**src/rtl/alu_ctrl_pkg.sv**
```systemverilog
// Shared definitions for the ID/EX ALU-control stage: ALU codes, MIPS
// opcode/funct encodings and the control bundle carried into EX.
package alu_ctrl_pkg;

    localparam logic [3:0] ALU_ADD  = 4'b0000;
    localparam logic [3:0] ALU_SUB  = 4'b0001;
    localparam logic [3:0] ALU_AND  = 4'b0010;
    localparam logic [3:0] ALU_NOR  = 4'b0011;
    localparam logic [3:0] ALU_OR   = 4'b0100;
    localparam logic [3:0] ALU_SLT  = 4'b0101;
    localparam logic [3:0] ALU_BEQ  = 4'b0110;
    localparam logic [3:0] ALU_BNE  = 4'b0111;
    localparam logic [3:0] ALU_BGEZ = 4'b1111;

    localparam logic [5:0] OP_RTYPE  = 6'b000000;
    localparam logic [5:0] OP_REGIMM = 6'b000001;
    localparam logic [5:0] OP_BEQ    = 6'b000100;
    localparam logic [5:0] OP_BNE    = 6'b000101;
    localparam logic [5:0] OP_ADDI   = 6'b001000;
    localparam logic [5:0] OP_SLTI   = 6'b001010;
    localparam logic [5:0] OP_ANDI   = 6'b001100;
    localparam logic [5:0] OP_ORI    = 6'b001101;
    localparam logic [5:0] OP_LW     = 6'b100011;
    localparam logic [5:0] OP_SW     = 6'b101011;

    localparam logic [5:0] FN_ADD = 6'b100000;
    localparam logic [5:0] FN_SUB = 6'b100010;
    localparam logic [5:0] FN_AND = 6'b100100;
    localparam logic [5:0] FN_OR  = 6'b100101;
    localparam logic [5:0] FN_NOR = 6'b100111;
    localparam logic [5:0] FN_SLT = 6'b101010;

    localparam logic [4:0] RT_BGEZ = 5'b00001;

    typedef struct packed {
        logic [3:0]  alu_ctrl;
        logic        alu_src_imm;
        logic        swap_ops;
        logic [31:0] imm;
        logic        is_branch;
        logic        reg_write;
        logic        mem_read;
        logic        mem_write;
        logic [4:0]  dst_reg;
    } ctrl_t;

    localparam ctrl_t BUBBLE_CTRL = '{
        alu_ctrl:    ALU_ADD,
        alu_src_imm: 1'b0,
        swap_ops:    1'b0,
        imm:         32'h0,
        is_branch:   1'b0,
        reg_write:   1'b0,
        mem_read:    1'b0,
        mem_write:   1'b0,
        dst_reg:     5'd0
    };

endpackage

```
**src/rtl/alu_ctrl_stage_if.sv**
```systemverilog
// ID-side request and EX-side control outputs of the ALU-control stage.
interface alu_ctrl_stage_if #(
    parameter int ILLEGAL_CNT_W = 8
);
    logic                     id_valid;
    logic [31:0]              id_instr;
    logic                     stall;
    logic                     flush;
    logic                     ex_valid;
    logic [3:0]               ex_alu_ctrl;
    logic                     ex_alu_src_imm;
    logic                     ex_swap_ops;
    logic [31:0]              ex_imm;
    logic                     ex_is_branch;
    logic                     ex_reg_write;
    logic                     ex_mem_read;
    logic                     ex_mem_write;
    logic [4:0]               ex_dst_reg;
    logic                     ex_illegal;
    logic [ILLEGAL_CNT_W-1:0] illegal_count;

    modport master (
        output id_valid, id_instr, stall, flush,
        input  ex_valid, ex_alu_ctrl, ex_alu_src_imm, ex_swap_ops, ex_imm,
               ex_is_branch, ex_reg_write, ex_mem_read, ex_mem_write,
               ex_dst_reg, ex_illegal, illegal_count
    );

    modport slave (
        input  id_valid, id_instr, stall, flush,
        output ex_valid, ex_alu_ctrl, ex_alu_src_imm, ex_swap_ops, ex_imm,
               ex_is_branch, ex_reg_write, ex_mem_read, ex_mem_write,
               ex_dst_reg, ex_illegal, illegal_count
    );
endinterface

```
**src/rtl/alu_ctrl_decode.sv**
```systemverilog
// Combinational MIPS decode: instruction word to EX control bundle plus an
// illegal-encoding flag. Illegal encodings yield the bubble bundle.
module alu_ctrl_decode
    import alu_ctrl_pkg::*;
(
    input  logic [31:0] instr_i,
    output ctrl_t       ctrl_o,
    output logic        illegal_o
);

    logic [5:0]         opcode;
    logic [5:0]         funct;
    logic [4:0]         rt;
    logic [4:0]         rd;
    logic signed [15:0] imm16_s;
    logic signed [31:0] imm_sext;
    logic [31:0]        imm_zext;
    logic [4:0]         unused_rs;

    assign opcode    = instr_i[31:26];
    assign unused_rs = instr_i[25:21];
    assign rt        = instr_i[20:16];
    assign rd        = instr_i[15:11];
    assign funct     = instr_i[5:0];
    assign imm16_s   = instr_i[15:0];
    assign imm_sext  = 32'(imm16_s);
    assign imm_zext  = {16'h0000, instr_i[15:0]};

    // Stores and branches name no destination, so dst_reg stays 0 for them.
    always_comb begin
        ctrl_o    = BUBBLE_CTRL;
        illegal_o = 1'b0;
        case (opcode)
            OP_RTYPE: begin
                ctrl_o.reg_write = 1'b1;
                ctrl_o.dst_reg   = rd;
                case (funct)
                    FN_ADD: ctrl_o.alu_ctrl = ALU_ADD;
                    FN_SUB: ctrl_o.alu_ctrl = ALU_SUB;
                    FN_AND: ctrl_o.alu_ctrl = ALU_AND;
                    FN_OR:  ctrl_o.alu_ctrl = ALU_OR;
                    FN_NOR: ctrl_o.alu_ctrl = ALU_NOR;
                    FN_SLT: begin
                        ctrl_o.alu_ctrl = ALU_SLT;
                        ctrl_o.swap_ops = 1'b1;
                    end
                    default: illegal_o = 1'b1;
                endcase
            end
            OP_ADDI, OP_SLTI, OP_ANDI, OP_ORI: begin
                ctrl_o.alu_src_imm = 1'b1;
                ctrl_o.reg_write   = 1'b1;
                ctrl_o.dst_reg     = rt;
                case (opcode)
                    OP_ANDI: begin
                        ctrl_o.alu_ctrl = ALU_AND;
                        ctrl_o.imm      = imm_zext;
                    end
                    OP_ORI: begin
                        ctrl_o.alu_ctrl = ALU_OR;
                        ctrl_o.imm      = imm_zext;
                    end
                    OP_SLTI: begin
                        ctrl_o.alu_ctrl = ALU_SLT;
                        ctrl_o.swap_ops = 1'b1;
                        ctrl_o.imm      = imm_sext;
                    end
                    default: begin
                        ctrl_o.alu_ctrl = ALU_ADD;
                        ctrl_o.imm      = imm_sext;
                    end
                endcase
            end
            OP_LW: begin
                ctrl_o.alu_src_imm = 1'b1;
                ctrl_o.imm         = imm_sext;
                ctrl_o.mem_read    = 1'b1;
                ctrl_o.reg_write   = 1'b1;
                ctrl_o.dst_reg     = rt;
            end
            OP_SW: begin
                ctrl_o.alu_src_imm = 1'b1;
                ctrl_o.imm         = imm_sext;
                ctrl_o.mem_write   = 1'b1;
            end
            OP_BEQ, OP_BNE: begin
                ctrl_o.is_branch = 1'b1;
                ctrl_o.imm       = imm_sext;
                ctrl_o.alu_ctrl  = (opcode == OP_BEQ) ? ALU_BEQ : ALU_BNE;
            end
            OP_REGIMM: begin
                if (rt == RT_BGEZ) begin
                    ctrl_o.is_branch = 1'b1;
                    ctrl_o.imm       = imm_sext;
                    ctrl_o.alu_ctrl  = ALU_BGEZ;
                end else begin
                    illegal_o = 1'b1;
                end
            end
            default: illegal_o = 1'b1;
        endcase
        if (illegal_o) begin
            ctrl_o = BUBBLE_CTRL;
        end
    end

endmodule

```
**src/rtl/alu_ctrl_stage.sv**
```systemverilog
// ID/EX pipeline register for ALU control: decode, then register with
// flush > stall > load priority and a saturating illegal-instruction count.
module alu_ctrl_stage
    import alu_ctrl_pkg::*;
#(
    parameter int ILLEGAL_CNT_W = 8
) (
    input  logic            clk,
    input  logic            rst_n,
    alu_ctrl_stage_if.slave bus
);

    localparam logic [ILLEGAL_CNT_W-1:0] CNT_ONE = {{(ILLEGAL_CNT_W-1){1'b0}}, 1'b1};

    ctrl_t                     dec_ctrl;
    logic                      dec_illegal;
    ctrl_t                     ctrl_d,    ctrl_q;
    logic                      valid_d,   valid_q;
    logic                      illegal_d, illegal_q;
    logic [ILLEGAL_CNT_W-1:0]  cnt_d,     cnt_q;

    function automatic logic [ILLEGAL_CNT_W-1:0] sat_inc(input logic [ILLEGAL_CNT_W-1:0] v);
        return (&v) ? v : v + CNT_ONE;
    endfunction

    alu_ctrl_decode u_decode (
        .instr_i   (bus.id_instr),
        .ctrl_o    (dec_ctrl),
        .illegal_o (dec_illegal)
    );

    // ex_illegal is a pulse, so it drops on stall and flush rather than holding.
    always_comb begin
        ctrl_d    = ctrl_q;
        valid_d   = valid_q;
        illegal_d = 1'b0;
        cnt_d     = cnt_q;
        if (bus.flush) begin
            ctrl_d  = BUBBLE_CTRL;
            valid_d = 1'b0;
        end else if (!bus.stall) begin
            if (bus.id_valid && !dec_illegal) begin
                ctrl_d  = dec_ctrl;
                valid_d = 1'b1;
            end else begin
                ctrl_d  = BUBBLE_CTRL;
                valid_d = 1'b0;
            end
            if (bus.id_valid && dec_illegal) begin
                illegal_d = 1'b1;
                cnt_d     = sat_inc(cnt_q);
            end
        end
    end

    always_ff @(posedge clk or negedge rst_n) begin
        if (!rst_n) begin
            ctrl_q    <= BUBBLE_CTRL;
            valid_q   <= 1'b0;
            illegal_q <= 1'b0;
            cnt_q     <= '0;
        end else begin
            ctrl_q    <= ctrl_d;
            valid_q   <= valid_d;
            illegal_q <= illegal_d;
            cnt_q     <= cnt_d;
        end
    end

    assign bus.ex_valid       = valid_q;
    assign bus.ex_alu_ctrl    = ctrl_q.alu_ctrl;
    assign bus.ex_alu_src_imm = ctrl_q.alu_src_imm;
    assign bus.ex_swap_ops    = ctrl_q.swap_ops;
    assign bus.ex_imm         = ctrl_q.imm;
    assign bus.ex_is_branch   = ctrl_q.is_branch;
    assign bus.ex_reg_write   = ctrl_q.reg_write;
    assign bus.ex_mem_read    = ctrl_q.mem_read;
    assign bus.ex_mem_write   = ctrl_q.mem_write;
    assign bus.ex_dst_reg     = ctrl_q.dst_reg;
    assign bus.ex_illegal     = illegal_q;
    assign bus.illegal_count  = cnt_q;

endmodule

```
**src/flat_wrapper.sv**
```systemverilog
// flat-port wrapper written by rule: the top's interface ports become plain ports
module alu_ctrl_stage_flat import alu_ctrl_pkg::*;
#(
    parameter int ILLEGAL_CNT_W = 8
)
  (clk, rst_n, bus_id_valid, bus_id_instr, bus_stall, bus_flush, bus_ex_valid, bus_ex_alu_ctrl, bus_ex_alu_src_imm, bus_ex_swap_ops, bus_ex_imm, bus_ex_is_branch, bus_ex_reg_write, bus_ex_mem_read, bus_ex_mem_write, bus_ex_dst_reg, bus_ex_illegal, bus_illegal_count);
  alu_ctrl_stage_if #(.ILLEGAL_CNT_W(ILLEGAL_CNT_W)) bus_i ();
  input  logic clk;
  input  logic rst_n;
  input wire logic [$bits(bus_i.id_valid)-1:0] bus_id_valid;
  input wire logic [$bits(bus_i.id_instr)-1:0] bus_id_instr;
  input wire logic [$bits(bus_i.stall)-1:0] bus_stall;
  input wire logic [$bits(bus_i.flush)-1:0] bus_flush;
  output wire logic [$bits(bus_i.ex_valid)-1:0] bus_ex_valid;
  output wire logic [$bits(bus_i.ex_alu_ctrl)-1:0] bus_ex_alu_ctrl;
  output wire logic [$bits(bus_i.ex_alu_src_imm)-1:0] bus_ex_alu_src_imm;
  output wire logic [$bits(bus_i.ex_swap_ops)-1:0] bus_ex_swap_ops;
  output wire logic [$bits(bus_i.ex_imm)-1:0] bus_ex_imm;
  output wire logic [$bits(bus_i.ex_is_branch)-1:0] bus_ex_is_branch;
  output wire logic [$bits(bus_i.ex_reg_write)-1:0] bus_ex_reg_write;
  output wire logic [$bits(bus_i.ex_mem_read)-1:0] bus_ex_mem_read;
  output wire logic [$bits(bus_i.ex_mem_write)-1:0] bus_ex_mem_write;
  output wire logic [$bits(bus_i.ex_dst_reg)-1:0] bus_ex_dst_reg;
  output wire logic [$bits(bus_i.ex_illegal)-1:0] bus_ex_illegal;
  output wire logic [$bits(bus_i.illegal_count)-1:0] bus_illegal_count;
  assign bus_i.id_valid = bus_id_valid;
  assign bus_i.id_instr = bus_id_instr;
  assign bus_i.stall = bus_stall;
  assign bus_i.flush = bus_flush;
  assign bus_ex_valid = bus_i.ex_valid;
  assign bus_ex_alu_ctrl = bus_i.ex_alu_ctrl;
  assign bus_ex_alu_src_imm = bus_i.ex_alu_src_imm;
  assign bus_ex_swap_ops = bus_i.ex_swap_ops;
  assign bus_ex_imm = bus_i.ex_imm;
  assign bus_ex_is_branch = bus_i.ex_is_branch;
  assign bus_ex_reg_write = bus_i.ex_reg_write;
  assign bus_ex_mem_read = bus_i.ex_mem_read;
  assign bus_ex_mem_write = bus_i.ex_mem_write;
  assign bus_ex_dst_reg = bus_i.ex_dst_reg;
  assign bus_ex_illegal = bus_i.ex_illegal;
  assign bus_illegal_count = bus_i.illegal_count;
  alu_ctrl_stage #(.ILLEGAL_CNT_W(ILLEGAL_CNT_W)) u_core (.clk(clk), .rst_n(rst_n), .bus(bus_i));
endmodule
```
**config.mk**
```make
export PLATFORM = sky130hd
export DESIGN_NAME = alu_ctrl_stage_flat
export DESIGN_NICKNAME = d
export VERILOG_FILES = /design/src/rtl/alu_ctrl_pkg.sv /design/src/rtl/alu_ctrl_stage_if.sv /design/src/rtl/alu_ctrl_decode.sv /design/src/rtl/alu_ctrl_stage.sv /design/src/flat_wrapper.sv
export SDC_FILE = /design/constraint.sdc
export NUM_CORES = 1
export LEC_CHECK = 0
export ABC_AREA = 1
export BUFFER_PORTS_ARGS = -buffer_cell sky130_fd_sc_hd__buf_2
export CAP_MARGIN = 40
export CORE_MARGIN = 2
export CORE_UTILIZATION = 40
export CTS_CLUSTER_SIZE = 28
export DETAILED_ROUTE_END_ITERATION = 16
export SLEW_MARGIN = 15
export SYNTH_ARGS = -nofsm -noshare
export SYNTH_HDL_FRONTEND = slang
export SYNTH_HIERARCHICAL = 1
export SYNTH_SLANG_ARGS = --single-unit
export TNS_END_PERCENT = 20
```
**constraint.sdc**
```tcl
create_clock -name clk -period 1.9 [get_ports clk]
set_input_delay 0.38 -clock clk [delete_from_list [all_inputs] [get_ports clk]]
set_output_delay 0.38 -clock clk [all_outputs]
set_load 0.01 [all_outputs]
```
==> metrics.csv, run 1 <==
stage,metric,value,unit
worst_setup_path,critPathMaxFanout,27,
yosys,synth-main-ff-cell,dfrtp_1,
pwr,switching_power,769,µW
yosys,synth_area_leaders,"dfrtp_1, nand3_1, inv_1",
die,die_h,95.7,µm
yosys,synth_common_cells,"inv_1, nand3_1, nand2_1, dfrtp_1, nor2_1",
timing,fin_ws,218,ps
route,route.vias.total,2939,
final_layout,num_antenna_cells,0,
timing,fin_worst_skew,4.73,ps
die,start_util,41.2,%
final_layout,synthToLayoutAreaGrowth,23.3,%
pwr,p_leak,0.00222,µW
yosys,syn_inst,428,
pwr,p_per_area,673,nW/µm²
worst_setup_path,r2r_slack,570,ps
worst_setup_path,critPathKind,primary input to register,
route,dr.pass1.iters,4,
pwr,seqPwrFrac,46.5,%
clocking,clk_pin_slew,60,ps
pwr,clkPwrFrac,39.0,%
clocking,cts_num_sinks,57,
yosys,synth_top_area_share,42.4,%
yosys,synth_top_area_cell,dfrtp_1,
place,pre_cts_slack,-161,ps
yosys,yosys_warnings,6,
yosys,ys_ff_latch,57,
die,die_area,9160,µm²
global_route,grt_pass1_wl,12800,µm
global_route,antenna_found_initial,0,
route,wire_per_inst,12.5,µm
route,wl,7880,µm
timing,min_period,1680,ps
worst_setup_path,rr_startpoint,u_core/bus.illegal_count[1],
final_layout,layout.nets,557,
timing,rsz0062_at_grt,no,
die,fp.dieW,95.7,µm
yosys,syn-num-nets,466,
clocking,clk_path_buf_depth,2,
final_layout,drive_above_1_share,36.3,%
clocking,numCtsBuffers,9,
job,max_cap_viol_count,0,
worst_setup_path,required,2160,ps
clocking,cts_tree,built,
route,avgViaCountPerCell,4.67,
pwr,p_total,2790,µW
die,ioPinCount,94,
place,port_buffers,88,
pwr,p_int,2020,µW
clocking,post_cts_buffers,0,
timing,drv_slew,0,
yosys,ys_types,29,
route,drt_iter0_drc,123,
worst_setup_path,crit_arrival,1940,ps
timing,relSlewSlack,64.8,%
place,placed_area,3960,µm²
status,outcome,"complete, no violations",
final_layout,fin_util,50.7,%
hold_path,worstHoldPathType,primary input to asynchronous set/reset pin,
yosys,synth_edf_count,0,
die,rows,33,
yosys,syn_area,3360,µm²
yosys,yosysMostFrequentCell,inv_1,
global_route,grt_use_total,18.5,%
clocking,root_buffer,clkbuf_8,
clocking,cts-htree-levels,3,
timing,fmax,595,MHz
clocking,cts_hold_buf,0,
final_layout,largest_register_ffs,32,
timing,tightest_slew,528,ps
worst_setup_path,end_kind,register,
worst_setup_path,rr_endpoint,u_core/bus.illegal_count[4],
yosys,avgSynthCellArea,7.86,µm²
pwr,power.combinational.fraction,14.5,%
final_layout,design_area,4150,µm²
timing,setup_viol,0,
timing,period_share,88.5,%
worst_setup_path,critPathLaunchType,primary input,
clocking,clkLatencyLatePin,340,ps
place,dp_cells,613,
global_route,grt_pass1_vias,2828,
route,drcViolationCount,0,
pwr,p_sw_share,27.6,%
route,postRouteAntennaNets,0,
clocking,post_cts_resized,0,
final_layout,layout.cells.non_filler,629,
pwr,irDropWorstVdd,0.000289,V
die,core,8180,µm²
place,place.gp.congestion,0.839,
global_route,grt_overflow_total,0,
yosys,yosysSeqAreaShare,42.4,%
worst_setup_path,reg2reg_depth,8,
yosys,ys_async_sr_fraction,100,%
global_route,grt_max_degree,58,
timing,hold_viol,0,
place,dp_hpwl,5730,µm
==> power groups by stage <==
stage / logic [µW] / registers (µW) / clock network [µW]
finish: 403 / 1300 / 1090
detailed placement: 408 / 1320 / 0
floorplan: 237 / 1330 / 0
global route: 459 / 1310 / 1170
global placement: 401 / 1320 / 0
CTS: 408 / 1300 / 1130
==> worst max path at each step <==
| stage | from | end | slack [ps] | cells after the start |
|---|---|---|---|---|
| floorplan | bus_id_instr[31] | u_core/bus.ex_alu_ctrl[3] | 170 | 12 |
| global placement | bus_id_instr[5] | u_core/bus.ex_imm[2] | -80 | 12 |
| detailed placement | bus_id_instr[4] | u_core/bus.ex_imm[8] | -160 | 11 |
| CTS | bus_id_instr[4] | u_core/bus.ex_imm[8] | 210 | 11 |
| global route | bus_id_instr[5] | u_core/bus.ex_imm[16] | 60 | 12 |
| finish | bus_id_instr[4] | u_core/bus.ex_imm[8] | 220 | 11 |
==> routing by layer <==
metal | global-route usage [%] | vias to the layer above | wire length (µm)
met5 | 0 | - | 0
met4 | 9.29 | 0 | 165
met3 | 4.07 | 11 | 350
met2 | 31.8 | 61 | 3840
met1 | 21.8 | 1373 | 3520
li1 | - | 1494 | -
==> per-stage QoR <==
step	hold slack, ps	TNS (ps)
2_1_floorplan	84.4	0
3_3_place_gp	406	-2520
3_5_place_dp	408	-4740
4_1_cts	28.5	0
5_1_grt	43.8	0
6_report	20.2	0
==> critical path, stage by stage <==
cell and delay (ps):
buf_2 110, nor2_1 260, nand3_1 150, nand2_1 90, nor2_1 50, nor2_1 120
nand2_2 90, inv_1 50, nand4_1 210, buf_12 250, o21ai_0 180
==> layout by cell type (no fill, tap or decap) <==
| cell | n |
|---|---|
| clkbuf_1 | 1 |
| a21oi_1 | 6 |
| clkbuf_8 | 13 |
| nor2_4 | 6 |
| clkinv_2 | 2 |
| and2_4 | 11 |
| xor2_1 | 2 |
| inv_2 | 4 |
| buf_4 | 19 |
| nor2b_1 | 1 |
| nand2_1 | 58 |
| nand3_1 | 61 |
| o21ai_0 | 30 |
| ha_1 | 1 |
| nand3_2 | 1 |
| nor2_2 | 5 |
| xnor2_1 | 1 |
| nand4_1 | 5 |
| inv_4 | 1 |
| and2_2 | 5 |
| dfrtp_1 | 57 |
| nand3_4 | 1 |
| nand3b_1 | 2 |
| buf_12 | 4 |
| o21ai_2 | 21 |
| nand2_4 | 2 |
| buf_2 | 88 |
| inv_1 | 77 |
| nand2_2 | 6 |
| or2_2 | 1 |
| nor2_1 | 32 |
==> area by class of cell <==
class                      instances  area, µm²
timing repair buffer             111        663
inverter                          82        310
tap                              105        131
clock inverter                     2       10.0
multi-input combinational        258       1430
fill                             855       4030
sequential                        57       1430
clock buffer                      14        183
==> kinds of logic after synthesis <==
kind of cell / count (synthesis) / share of synthesized area, %
buffers and inverters: 113 / 15.4
adder cells (fa/ha/maj): 1 / 0.372
AND/OR/NAND/NOR: 197 / 30.4
XOR/XNOR: 3 / 0.781
AO/OA/AOI/OAI: 57 / 10.7
flip-flops: 57 / 42.4
(Power assumes the default switching activity.)
==> inputs of run 2 (changes only) <==
- CORE_UTILIZATION: 40 -> 50
- GPL_TIMING_DRIVEN: not set -> 0
- PLACE_DENSITY: not set -> 0.77
==> metrics.csv, run 2 (synthesis gave the netlist of run 1 again) <==
stage,metric,value,unit
job,max_cap_viol_count,0,
route,avgViaCountPerCell,4.95,
final_layout,fin_util,64.0,%
global_route,grt_pass1_vias,2915,
route,wl,7880,µm
final_layout,layout.cells.non_filler,608,
worst_setup_path,rr_startpoint,u_core/bus.illegal_count[1],
worst_setup_path,critPathKind,primary input to register,
worst_setup_path,r2r_slack,560,ps
worst_setup_path,max_stage_delay,210,ps
die,die_h,86.0,µm
clocking,cts-htree-levels,3,
pwr,clkPwrFrac,38.1,%
worst_setup_path,required,2150,ps
timing,fmax,563,MHz
timing,hold_viol,0,
final_layout,synthToLayoutAreaGrowth,22.1,%
clocking,clkLatencyLatePin,330,ps
timing,min_period,1780,ps
global_route,antenna_found_initial,0,
hold_path,worstHoldPathType,primary input to asynchronous set/reset pin,
pwr,p_leak,0.00222,µW
timing,drv_slew,0,
die,rows,29,
route,drt_iter0_drc,151,
pwr,p_total,2770,µW
status,outcome,"complete, no violations",
final_layout,layout.nets,565,
route,drcViolationCount,0,
place,port_buffers,88,
worst_setup_path,end_kind,register,
final_layout,final_common_cell,buf_2,
timing,relSlewSlack,52.2,%
pwr,p_per_area,674,nW/µm²
clocking,cts_num_sinks,57,
place,place.gp.congestion,0.866,
die,start_util,52.4,%
final_layout,design_area,4110,µm²
clocking,post_cts_buffers,0,
global_route,grt_pass1_wl,12900,µm
die,fp.dieW,86.0,µm
route,route.vias.total,3012,
worst_setup_path,rr_endpoint,u_core/bus.illegal_count[7],
route,wire_per_inst,13.0,µm
pwr,p_int,2000,µW
place,dp_hpwl,5890,µm
clocking,root_buffer,clkbuf_8,
die,ioPinCount,94,
pwr,power.combinational.fraction,14.9,%
clocking,numCtsBuffers,9,
pwr,seqPwrFrac,47.0,%
global_route,grt_max_degree,58,
worst_setup_path,reg2reg_depth,8,
final_layout,num_antenna_cells,0,
worst_setup_path,path_cells,buf_2 -> nor2_2 -> nand2_2 -> inv_2 -> nand2_1 -> nand2_1 -> nor2_1 -> nand2_1 -> nand2_2 -> inv_1 -> nand4_1 -> buf_6 -> buf_6 -> o21ai_2,
place,pre_cts_slack,-320,ps
worst_setup_path,worst_path_most_repeated_cell,nand2_1,
global_route,grt_overflow_total,0,
timing,setup_viol,0,
clocking,cts_tree,built,
timing,tightest_slew,717,ps
final_layout,mostFrequentLayoutCells,"buf_2, inv_1, nand3_1",
place,placed_area,3910,µm²
worst_setup_path,cp_slowest_cell,buf_6,
route,dr.pass1.iters,4,
final_layout,largest_register_ffs,32,
worst_setup_path,crit_arrival,2030,ps
clocking,post_cts_resized,0,
timing,fin_ws,124,ps
worst_setup_path,critPathLaunchType,primary input,
timing,period_share,93.5,%
die,die_area,7400,µm²
die,core,6420,µm²
pwr,switching_power,763,µW
final_layout,drive_above_1_share,36.5,%
timing,fin_worst_skew,2.04,ps
place,dp_cells,593,
global_route,grt_use_total,22.0,%
pwr,p_sw_share,27.6,%
clocking,clk_pin_slew,60,ps
pwr,irDropWorstVdd,0.000306,V
clocking,clk_path_buf_depth,2,
worst_setup_path,critPathMaxFanout,10,
route,postRouteAntennaNets,0,
timing,rsz0062_at_grt,no,
clocking,cts_hold_buf,0,
run 2: worst max-delay path: cells and delay by family:
kind / cells / cell delay, ps
AO/OA/AOI/OAI: 1 / 120
buffers and inverters: 5 / 630
AND/OR/NAND/NOR: 8 / 890
run 2: cell type report:
class / instances / area (µm²)
well taps: 77 / 96.3
clock inverters: 4 / 45.0
inverters: 82 / 310
fillers: 592 / 2310
multi-input cells: 258 / 1440
clock buffers: 11 / 131
plain buffers: 31 / 213
flip-flops and latches: 57 / 1430
repair buffers: 88 / 443
run 2: how the worst max path moves through the flow:
stage                           startpoint                        end  cells after the start
after CTS                 bus_id_instr[31]    u_core/bus.ex_mem_write                     12
final                     bus_id_instr[31]      u_core/bus.ex_imm[29]                     14
after detailed placement  bus_id_instr[31]    u_core/bus.ex_mem_write                     12
after global placement    bus_id_instr[28]       u_core/bus.ex_imm[7]                     12
after floorplan           bus_id_instr[31]  u_core/bus.ex_alu_ctrl[3]                     12
after global routing      bus_id_instr[28]      u_core/bus.ex_imm[29]                     13
run 2: layer usage:
metal	wire length (µm)	vias up	share of wire, %	GRT usage [%]
met5	0	-	0	0
met4	153	0	1.9	8.51
met3	386	14	4.9	3.85
met2	3860	74	49	37.0
met1	3480	1409	44	28.3
li1	-	1515	-	-
run 2: metrics by stage:
stage	setup TNS [ps]	hold slack, ps
2_1_floorplan	0	84.4
3_3_place_gp	-10330	493
3_5_place_dp	-13180	486
4_1_cts	0	131
5_1_grt	0	156
6_report	0	102
run 2: power by group through the flow:
stage                     registers (µW)  clock network [µW]  logic (µW)
final                               1300                1060         411
after detailed placement            1320                   0         407
after global placement              1320                   0         394
after floorplan                     1330                   0         237
after global routing                1310                1130         458
after CTS                           1300                1080         409
==> inputs of run 3 (changes only) <==
- CORE_UTILIZATION: 50 -> 40
- PLACE_DENSITY: 0.77 -> not set
==> metrics.csv, run 3 (synthesis gave the netlist of run 1 again) <==
stage,metric,value,unit
final_layout,layout.cells.non_filler,637,
die,start_util,41.2,%
worst_setup_path,worst_path_most_repeated_cell,nand2_1,
timing,period_share,92.1,%
worst_setup_path,required,2160,ps
final_layout,largest_register_ffs,32,
route,dr.pass1.iters,4,
timing,tightest_slew,721,ps
final_layout,fillerInstances,846,
timing,setup_viol,0,
place,dp_cells,621,
worst_setup_path,crit_buf_inv,5,
timing,drv_slew,0,
final_layout,final_common_cell,buf_2,
status,outcome,"complete, no violations",
worst_setup_path,rr_startpoint,u_core/bus.illegal_count[0],
clocking,cts_num_sinks,57,
clocking,post_cts_resized,0,
timing,min_period,1750,ps
worst_setup_path,critPathLaunchType,primary input,
worst_setup_path,end_kind,register,
route,route.vias.total,2926,
final_layout,mostFrequentLayoutCells,"buf_2, inv_1, nand3_1",
route,drt_iter0_drc,105,
global_route,grt_pass1_vias,2741,
final_layout,synthToLayoutAreaGrowth,24.9,%
worst_setup_path,path_depth,14,
place,dp_hpwl,5940,µm
worst_setup_path,cp_slowest_cell,buf_4,
timing,hold_viol,0,
worst_setup_path,path_cells,buf_2 -> nor2_2 -> nand2_2 -> inv_2 -> nand2_1 -> nand2_1 -> nor2_1 -> nand2_1 -> nand2_2 -> inv_1 -> nand4_1 -> buf_4 -> buf_6 -> o21ai_2,
job,max_cap_viol_count,0,
final_layout,fin_util,51.4,%
die,core,8180,µm²
die,ioPinCount,94,
final_layout,num_antenna_cells,0,
route,drcViolationCount,0,
clocking,cts-htree-levels,3,
global_route,grt_use_total,18.3,%
worst_setup_path,critPathMaxFanout,10,
worst_setup_path,critPathKind,primary input to register,
worst_setup_path,reg2reg_depth,8,
worst_setup_path,cp_top_family,simple AND/OR/NAND/NOR gates,
final_layout,drive_above_1_share,36.8,%
timing,rsz0062_at_grt,yes,
worst_setup_path,crit_arrival,2010,ps
route,wl,7800,µm
pwr,p_per_area,737,nW/µm²
worst_setup_path,critPathCapture,u_core/bus.ex_imm[29],
place,place.gp.congestion,0.844,
route,avgViaCountPerCell,4.59,
clocking,cts_hold_buf,0,
worst_setup_path,rr_endpoint,u_core/bus.illegal_count[3],
worst_setup_path,max_stage_delay,220,ps
clocking,clk_pin_slew,60,ps
clocking,clkLatencyLatePin,330,ps
route,wire_per_inst,12.2,µm
timing,fin_worst_skew,2.07,ps
route,postRouteAntennaNets,0,
global_route,grt_max_degree,58,
die,fp.dieW,95.7,µm
pwr,irDropWorstVdd,0.000361,V
timing,fmax,571,MHz
clocking,root_buffer,clkbuf_8,
pwr,p_total,3100,µW
pwr,p_leak,0.00226,µW
die,rows,33,
global_route,grt_pass1_wl,12800,µm
die,die_area,9160,µm²
clocking,clk_path_buf_depth,2,
final_layout,layout.nets,565,
timing,relSlewSlack,51.9,%
worst_setup_path,r2r_slack,570,ps
global_route,grt_overflow_total,0,
clocking,post_cts_buffers,0,
die,die_h,95.7,µm
worst_setup_path,critPathLaunch,bus_id_instr[31],
global_route,antenna_found_initial,0,
hold_path,worstHoldPathType,primary input to asynchronous set/reset pin,
clocking,numCtsBuffers,9,
place,port_buffers,88,
clocking,cts_tree,built,
-- run 3: cell types whose count changed in the layout (fill, tap and decap cells not counted) --
cell       previous run  this run
clkbuf_2              0         2
clkbuf_8              9        10
clkbuf_1              6         4
nor2_1               30        31
buf_4                16        17
bufinv_16             1         3
buf_6                 4         3
buf_2                95        93
nor2_2                6         5
-- run 3: power by group --
part	switching, µW	internal [µW]	total [µW]
Sequential	46.5	1250	1300
Combinational	247	160	407
Clock	492	900	1390
-- run 3: layer usage --
layer / routed length, µm / GRT usage (%)
met1: 3580 / 24.0
met2: 3750 / 29.4
met3: 325 / 3.68
met4: 146 / 8.10
met5: 0 / 0
-- run 3: worst min-delay path by stage --
| stage | startpoint | end | slack, ps | depth (start not counted) |
|---|---|---|---|---|
| CTS | rst_n | u_core/bus.illegal_count[2] | 120 | 1 |
| global route | rst_n | u_core/bus.illegal_count[7] | 160 | 1 |
| detailed placement | rst_n | u_core/bus.illegal_count[2] | 490 | 1 |
| global placement | u_core/bus.ex_imm[6] | u_core/bus.ex_imm[6] | 490 | 2 |
| floorplan | rst_n | u_core/bus.ex_alu_ctrl[0] | 80 | 0 |
| finish | rst_n | u_core/bus.illegal_count[2] | 100 | 1 |
-- run 3: stage by stage --
stage | cell area, µm² | worst slack, ps | setup TNS [ps] | hold slack, ps
global route | 4200 | -15.3 | -119 | 157
floorplan | 3370 | 174 | 0 | 84.4
CTS | 4190 | 20.4 | 0 | 124
detailed placement | 3940 | -345 | -13910 | 488
finish | 4200 | 149 | 0 | 97.4
global placement | 3940 | -309 | -12990 | 493
-- run 3: worst reg2reg max path, delay by kind of cell (launching register included) --
kind / cells / cell delay, ps
adder cells (fa/ha/maj): 1 / 210
buffers and inverters: 1 / 70
flip-flops: 1 / 400
AND/OR/NAND/NOR: 6 / 540
-- run 3: area by class of cell --
class | count | area [µm²] | share of cell area, %
multi-input combinational | 258 | 1440 | 34.3
sequential | 57 | 1430 | 33.9
timing repair buffer | 88 | 443 | 10.5
inverter | 82 | 310 | 7.38
buffer | 31 | 209 | 4.97
clock buffer | 10 | 138 | 3.27
tap | 105 | 131 | 3.13
clock inverter | 6 | 105 | 2.50
